File: src/rtl/cbus_arbiter_n_pkg.sv
// Shared CBus types and arbiter constants.
// Latency: n/a (types and constants only).
// Backpressure: n/a.
package cbus_arbiter_n_pkg;

  // Master-to-memory request.
  typedef struct packed {
    logic        valid;
    logic        we;
    logic [31:0] addr;
    logic [31:0] wdata;
  } cbus_req_t;

  // Memory-to-master response; last marks the final beat of a burst.
  typedef struct packed {
    logic        ready;
    logic        last;
    logic [31:0] rdata;
  } cbus_resp_t;

  // Arbitration modes.
  localparam logic ARB_FIXED = 1'b0;
  localparam logic ARB_RR    = 1'b1;

  // Width of each per-port age counter.
  localparam int AGE_W = 4;

  typedef enum logic {
    IDLE = 1'b0,
    BUSY = 1'b1
  } arb_state_t;

endpackage

File: src/rtl/cbus_arb_pick.sv
// Winner selection for the CBus arbiter: fixed priority with aged promotion, or round-robin.
// Latency: purely combinational.
// Backpressure: none; only reports the winner and whether one exists.
// Ports: valid (request mask), excl_en/excl_idx (port barred this cycle), rr_ptr (round-robin
//        start), age (per-port age counters), mode (ARB_FIXED/ARB_RR) -> winner, found, cand.
import cbus_arbiter_n_pkg::*;

module cbus_arb_pick #(
  parameter int NUM_PORTS = 2,
  parameter int AGE_LIMIT = 4,
  parameter int IW        = $clog2(NUM_PORTS)
) (
  input  logic [NUM_PORTS-1:0]            valid,
  input  logic                            excl_en,
  input  logic [IW-1:0]                   excl_idx,
  input  logic [IW-1:0]                   rr_ptr,
  input  logic [NUM_PORTS-1:0][AGE_W-1:0] age,
  input  logic                            mode,
  output logic [IW-1:0]                   winner,
  output logic                            found,
  output logic [NUM_PORTS-1:0]            cand
);

  int idx;

  always_comb begin
    cand   = valid;
    winner = '0;
    found  = 1'b0;
    idx    = 0;

    // A finishing owner may not win the handoff it is completing.
    for (int i = 0; i < NUM_PORTS; i++) begin
      if (excl_en && (excl_idx == IW'(i))) begin
        cand[i] = 1'b0;
      end
    end

    if (mode == ARB_RR) begin
      for (int k = 0; k < NUM_PORTS; k++) begin
        idx = int'(rr_ptr) + k;
        if (idx >= NUM_PORTS) begin
          idx = idx - NUM_PORTS;
        end
        if (!found && cand[idx]) begin
          found  = 1'b1;
          winner = IW'(idx);
        end
      end
    end else begin
      // Starved ports override plain priority; lowest index wins among them.
      for (int i = 0; i < NUM_PORTS; i++) begin
        if (!found && cand[i] && (age[i] == AGE_W'(AGE_LIMIT))) begin
          found  = 1'b1;
          winner = IW'(i);
        end
      end
      for (int i = 0; i < NUM_PORTS; i++) begin
        if (!found && cand[i]) begin
          found  = 1'b1;
          winner = IW'(i);
        end
      end
    end
  end

endmodule

File: src/rtl/cbus_arbiter_n.sv
// N-port CBus arbiter: grants one master a whole burst, hands off with no bubble on the last beat.
// Latency: grant one cycle after request in IDLE; request/response paths combinational through sel.
// Backpressure: memory ready passes straight to the owner; other masters wait with iresps held at zero.
// Ports: clk, reset (sync, active-low), ireqs/iresps (per-master CBus), oreq/oresp (memory CBus),
//        grant (one-hot owner, 0 when idle), busy (a burst is owned).
import cbus_arbiter_n_pkg::*;

module cbus_arbiter_n #(
  parameter int NUM_PORTS = 2,
  parameter int RR_MODE   = 0,
  parameter int AGE_LIMIT = 4
) (
  input  logic                 clk,
  input  logic                 reset,
  input  cbus_req_t            ireqs  [NUM_PORTS],
  output cbus_resp_t           iresps [NUM_PORTS],
  output cbus_req_t            oreq,
  input  cbus_resp_t           oresp,
  output logic [NUM_PORTS-1:0] grant,
  output logic                 busy
);

  localparam int   IW   = $clog2(NUM_PORTS);
  localparam logic MODE = (RR_MODE != 0) ? ARB_RR : ARB_FIXED;

  arb_state_t                      state_q, state_d;
  logic [IW-1:0]                   sel_q, sel_d;
  logic [IW-1:0]                   rr_q, rr_d;
  logic [NUM_PORTS-1:0][AGE_W-1:0] age_q, age_d;

  logic [NUM_PORTS-1:0] valid_vec;
  logic [NUM_PORTS-1:0] cand;
  logic [IW-1:0]        winner;
  logic                 found;
  logic                 complete;
  logic                 take;

  always_comb begin
    for (int i = 0; i < NUM_PORTS; i++) begin
      valid_vec[i] = ireqs[i].valid;
    end
  end

  cbus_arb_pick #(
    .NUM_PORTS (NUM_PORTS),
    .AGE_LIMIT (AGE_LIMIT),
    .IW        (IW)
  ) u_pick (
    .valid    (valid_vec),
    .excl_en  (state_q == BUSY),
    .excl_idx (sel_q),
    .rr_ptr   (rr_q),
    .age      (age_q),
    .mode     (MODE),
    .winner   (winner),
    .found    (found),
    .cand     (cand)
  );

  // Next state. Arbitration runs in IDLE and again in the completing cycle,
  // which is what gives back-to-back bursts without an idle bubble.
  always_comb begin
    state_d  = state_q;
    sel_d    = sel_q;
    rr_d     = rr_q;
    age_d    = age_q;
    complete = (state_q == BUSY) && oresp.ready && oresp.last;
    take     = ((state_q == IDLE) || complete) && found;

    if (take) begin
      state_d = BUSY;
      sel_d   = winner;
      if (MODE == ARB_RR) begin
        rr_d = (winner == IW'(NUM_PORTS - 1)) ? '0 : winner + IW'(1);
      end else begin
        // Only ports that actually competed and lost get older.
        for (int i = 0; i < NUM_PORTS; i++) begin
          if (winner == IW'(i)) begin
            age_d[i] = '0;
          end else if (cand[i] && (age_q[i] != AGE_W'(AGE_LIMIT))) begin
            age_d[i] = age_q[i] + AGE_W'(1);
          end
        end
      end
    end else if (complete) begin
      state_d = IDLE;
    end
  end

  always_ff @(posedge clk) begin
    if (!reset) begin
      state_q <= IDLE;
      sel_q   <= '0;
      rr_q    <= '0;
      age_q   <= '0;
    end else begin
      state_q <= state_d;
      sel_q   <= sel_d;
      rr_q    <= rr_d;
      age_q   <= age_d;
    end
  end

  // Output muxing: nothing is forwarded unless a burst is owned.
  always_comb begin
    oreq  = '0;
    grant = '0;
    busy  = (state_q == BUSY);
    for (int i = 0; i < NUM_PORTS; i++) begin
      iresps[i] = '0;
      if ((state_q == BUSY) && (sel_q == IW'(i))) begin
        oreq      = ireqs[i];
        iresps[i] = oresp;
        grant[i]  = 1'b1;
      end
    end
  end

  // The owner must hold its request until its burst completes.
  owner_valid_held : assert property (
    @(posedge clk) disable iff (!reset)
    (state_q == BUSY) |-> valid_vec[sel_q]
  );

endmodule

File: config.mk
export PLATFORM = sky130hd
export DESIGN_NAME = cbus_arbiter_n
export DESIGN_NICKNAME = d
export VERILOG_FILES = /design/src/rtl/cbus_arbiter_n_pkg.sv /design/src/rtl/cbus_arb_pick.sv /design/src/rtl/cbus_arbiter_n.sv
export SDC_FILE = /design/constraint.sdc
export NUM_CORES = 1
export LEC_CHECK = 0
export BUFFER_PORTS_ARGS = -buffer_cell sky130_fd_sc_hd__buf_2
export CAP_MARGIN = 0
export CORE_AREA = 8 8 112 114
export CTS_CLUSTER_DIAMETER = 60
export CTS_CLUSTER_SIZE = 10
export DETAILED_ROUTE_END_ITERATION = 6
export DIE_AREA = 0 0 120 122
export PLACE_DENSITY_LB_ADDON = 0.25
export SETUP_SLACK_MARGIN = 0.1
export SLEW_MARGIN = 20
export SYNTH_ARGS = -nofsm -noshare
export SYNTH_HDL_FRONTEND = slang
export SYNTH_SLANG_ARGS = --single-unit
File: constraint.sdc
create_clock -name clk -period 1.53 [get_ports clk]
set_clock_uncertainty 0.15 [all_clocks]
set_input_delay 0.306 -clock clk [delete_from_list [all_inputs] [get_ports clk]]
set_output_delay 0.306 -clock clk [all_outputs]
set_load 0.02 [all_outputs]
# [Word level (Yosys, flattened, before mapping)]
# Cells that the tools add are included.
# W data, S select, Z words.
[totals] elab_cells=54 output_inout_bits=137 ff_bits=10 input_bits=168
[classes] bitwise=2 eq_ne=5 addsub=2 muxes=21 n_reduce_logical=20
[op_table] operator="$mux W66" n=2
[op_table] operator="$mux W34" n=2
[op_table] operator="$mux W4" n=4
[op_table] operator="$mux W1" n=13
[op_table] operator="$logic_and A1 B1 Y1" n=12
[op_table] operator="$add A4 B1 Y4 const B" n=2
[op_table] operator="$eq A4 B3 Y1 const B" n=2
[op_table] operator="$ne A4 B3 Y1 const B" n=2
[op_table] operator="$reduce_and A2 Y1" n=2
[op_table] operator="$reduce_bool A2 Y1" n=2
[op_table] operator="$logic_not A1 Y1" n=3
[op_table] operator="$ne A2 B1 Y1 const B" n=1
[op_table] operator="$not A1 Y1" n=2
[op_table] operator="$logic_or A1 B1 Y1" n=1

# [Logic depth before layout (Yosys ltp)]
[logic_depth] depth_word=17 depth_mapped=6 depth_no_buf=6

# [By module]
# A second synthesis with hierarchy kept.
[hier_totals] cells_unflattened=309 hier_area_um2=2351.0
[modules_own_cells] module="cbus_arbiter_n" seq_area_each_um2=200.2 cells_per_inst=299 area_per_inst_um2=2284.7 n_inst=1
[modules_own_cells] module="cbus_arb_pick" seq_area_each_um2=0.0 cells_per_inst=10 area_per_inst_um2=66.3 n_inst=1

# [Least setup slack after synthesis]
# OpenSTA, ideal clock, no wires.
[synth_timing] path_type="reg2out" startpoint="register state_q, in the netlist busy" endpoint="output port oreq[44] (netlist bit)" required_ns=1.074 stages_incl_launch_ff=5 setup_slack_ns=-0.403 path_buffers=2 t_arrival_ns=1.477 path_cell_list="dfxtp_1 > clkinv_1 > clkbuf_1 > buf_1 > nor2_1"
[synth_rtl] element="from (decl)" line_no="cbus_arbiter_n.sv:26" text="arb_state_t state_q, state_d;"
[synth_rtl] element="from (signal assigned)" line_no="cbus_arbiter_n.sv:97" text="state_q <= state_d;"
[synth_rtl] element="to (decl)" line_no="cbus_arbiter_n.sv:17" text="output cbus_req_t oreq,"

==> impl_results.md <==
* End of the worst register-to-register path: age_q[5]$_SDFFE_PN0P_
* H-tree levels at 1
* FILL cells at approximately 860
* Dominant cell type by area after synthesis: mux2i_1
* Non-Filler Instances at 784
* Fraction of final layout cells with drive strength greater than 1 at 0.8896
* Largest net degree at the start of global routing at 22
* Number of distinct library cells after synthesis at 36
* Setup crit end kind: output port
* Average size of a mapped cell at slightly above 7 um2
* Number of global-route vias before repair at 3978
* Top area cells in the synthesized netlist: mux2i_1 33%, nor2_1 12%, and2_1 11%, and3_1 11%, dfxtp_1 9.6%
* Crit path cell chain: buf_12 > buf_12 > buf_6 > mux2i_4 > nor2_4 > buf_6
* Area added between synthesis and finish at 221.5%
* Shortest period the worst path allows at 1.871 ns
* Detailed Route WL at ~16000 um
* Cell count of the worst hold path at 2
* Initial drt markers at slightly below 100
* All-layer global routing usage at 0.1962
* Global-route wire length before repair at 22940 um
* Reported max-cap violation count at 0
* Maximum net fanout on the critical path at 6
* Initial cell density of the core at 0.1944
* Clock net sink count at 10
* Via density per instance at 4.688
* Cell count after placement at 753
* Number of rows created at floorplan at 38
* Number of buffer cells added on primary ports at 304
* Core ar. at 10700 um2
* Share of the synthesized area in the top cell type at 0.3273
* Count of unresolved DRC violations after routing at 0
* Maximum clock rate at 534.6 MHz
* Number of synthesized flops with an enable pin at 0
* Worst Max-Slew Pin Slew at 0.3163 ns
* Endpoint, Worst Hold: busy$_SDFFE_PN0P_
* Die Span X at 120 um
* Net Count, Synth at approximately 470
* Slack of the worst reg-to-reg path at -0.27 ns
* Dominant cell by count in the synthesized netlist: mux2i_1
* Worst setup margin at -0.3406 ns
* Clock tree from TritonCTS: done
* HPWL after DPL at 11230 um
* Final Total Pwr at 3065 uW
* Clock latency of the later-clocked register in the worst-skew pair at 0.23 ns
* Lkg Pwr at 0.002996 uW
* Cells after synthesis at 295
* Post-route standard cell area excluding fillers at 6685 um2
* Hold Crit Start: oresp[33]
* Launching element type of the critical path: register
* Largest buffer count on any clock path at 2
* CP Data Arrival Time at 1.41 ns
* Top post-synthesis cells by count: 68 x mux2i_1, 67 x nor2_1, 35 x and2_1, 35 x and3_1, 17 x clkbuf_1
* Post-DRT Antenna Nets at 0
* Clock root cell: clkbuf_8
* I/O pins at ~310
* Die boundary height at 122 um
* Weighted congestion reported at the end of routability-driven placement at 0.8866
* CP max stage cell: dfxtp_4
* Setup repair after global routing missed its margin: yes
* Layout Nets at 817
* Clock slew at reported path FFs at 0.05 ns
* Number of cells traversed by the worst register-to-register path at 7
* Largest delay contributor family on the critical path: buffers and inverters
* WS Path Type: reg2out
* Final Setup Violations at approximately 150
* 1st-pass router iterations at 4
* Pwr dens at 458.5 nW/um2
* Critical path required time at approximately 1.1 ns
* Number of antenna violations at the first check in global routing at 2
* Yosys warning total at 0
* Fraction of synthesis flops using an asynchronous set or reset pin at 0
* Result of the run: finished with violations
* Synth Cell Area at 2079 um2
* Sum of negative setup slack at -40.43 ns
* Standard cell area after detailed placement at ~5000 um2
* Worst Hold Class: in2reg
* Crit Reg-Reg Startpoint: sel_q$_SDFFE_PN0P_
* Sum of overflow across all layers after global routing at 0
* Violations in the final reports: setup timing
* Combined buffer and inverter count along the critical path at 4
* Count of final hold-check violations at 0
* Worst stage delay on the critical path at between 0.3 and 0.4 ns
* Final routed wire length divided by cell count at 20.13 um
* Final worst path period share at 1.223
* Total via count in the routed design at 3675
* Clock buffers created by TritonCTS at 3
* Headroom to the max-slew limit at 0.7876
* Primary FF master, synth: dfxtp_1
* Die area at 14640 um2
* Post-synthesis register bit count at 10
* Sequential share of the synthesized area at 0.09627
* Final Max Tran Viols at 0
* Worst IR Drop VDD at 252.3 uV
## worst reg2reg max path, cell delays in order, from the launching register on
cell,delay [ns]
dfxtp_4,0.39
buf_4,0.14
nor2b_4,0.04
buf_6,0.13
buf_4,0.13
a311o_1,0.33
a2111o_1,0.38
nand2_1,0.07
## cell type report
cell class / instances / area (um2) / area share
repair buffers: 372 / 3227 / 0.4827
clock buffers: 3 / 41.29 / 0.006176
well taps: 140 / 175.2 / 0.02620
flip-flops and latches: 10 / 209.0 / 0.03126
inverters: 6 / 48.80 / 0.007299
multi-input cells: 252 / 2982 / 0.4460
diodes: 1 / 2.502 / 0.0003743
## flip-flops by register name, summed over array words and instances (netlist names)
register  flops
age_q         8
busy          1
sel_q         1
## layout by cell type (no fill, tap or decap), drive strengths merged, types with 4 or more instances in the layout
cell    synthesis  layout
ha              4       4
clkbuf         17       7
nor3b           4       4
mux2i          68      68
and2           35      35
and3           35      35
dfxtp          10      10
inv             5       5
buf            10     367
nor2           67      67
nand3           4       4
a21oi           4       4
## how the worst max path moves through the flow
| stage | start | end | slack (ns) | cells after the start |
|---|---|---|---|---|
| after detailed placement | sel_q$_SDFFE_PN0P_ | iresps[18] | -0.17 | 4 |
| final | sel_q$_SDFFE_PN0P_ | oreq[4] | -0.34 | 6 |
| after global placement | busy$_SDFFE_PN0P_ | iresps[58] | -0.16 | 4 |
| after global routing | sel_q$_SDFFE_PN0P_ | iresps[59] | -0.39 | 6 |
| after CTS | sel_q$_SDFFE_PN0P_ | oreq[59] | -0.33 | 5 |
| after floorplan | age_q[0]$_SDFFE_PN0P_ | age_q[5]$_SDFFE_PN0P_ | -0.12 | 6 |
## per-stage QoR
step / util / hold slack [ns] / worst slack, ns
final: 0.6249 / 0.2161 / -0.3406
after global placement: 0.4578 / 0.3423 / -0.1639
after global routing: 0.6249 / 0.2114 / -0.3910
after detailed placement: 0.4578 / 0.3525 / -0.1680
after floorplan: - / 0.2764 / -0.1187
after CTS: 0.5963 / 0.2014 / -0.3298
## power by group
part | switching (uW) | internal, uW
Combinational | 1180 | 1330
Clock | 100 | 172
Sequential | 11.9 | 273
Total | 1290 | 1780
## what timing repair did
item / CTS / global route
pin swaps: 33 / 4
cloned: 10 / 4
hold buffers: 0 / 0
buffers inserted: 12 / 1
setup endpoints to repair: 146 / 146
gates resized for setup: 303 / 41
## kinds of logic (layout without fill, tap and decap cells)
logic type	count (synthesis)	count (layout)	share of synthesized area
and+or+nand+nor	158	158	0.4031
DFF	10	10	0.09627
xor gates and xnor gates	4	4	0.01685
other	0	1	0
muxes	68	68	0.3273
adders and majority gates	4	4	0.02407
buffers and inverters	33	381	0.06799
AOI/OAI and AO/OA	18	18	0.06438
## layer usage
metal / global-route usage / wire, um
met4: 0.04762 / 370
met3: 0.05414 / 1298
met2: 0.3776 / 8544
met1: 0.2064 / 5553
met5: 0 / 12
Note: power is estimated with default switching activity, not from simulation.
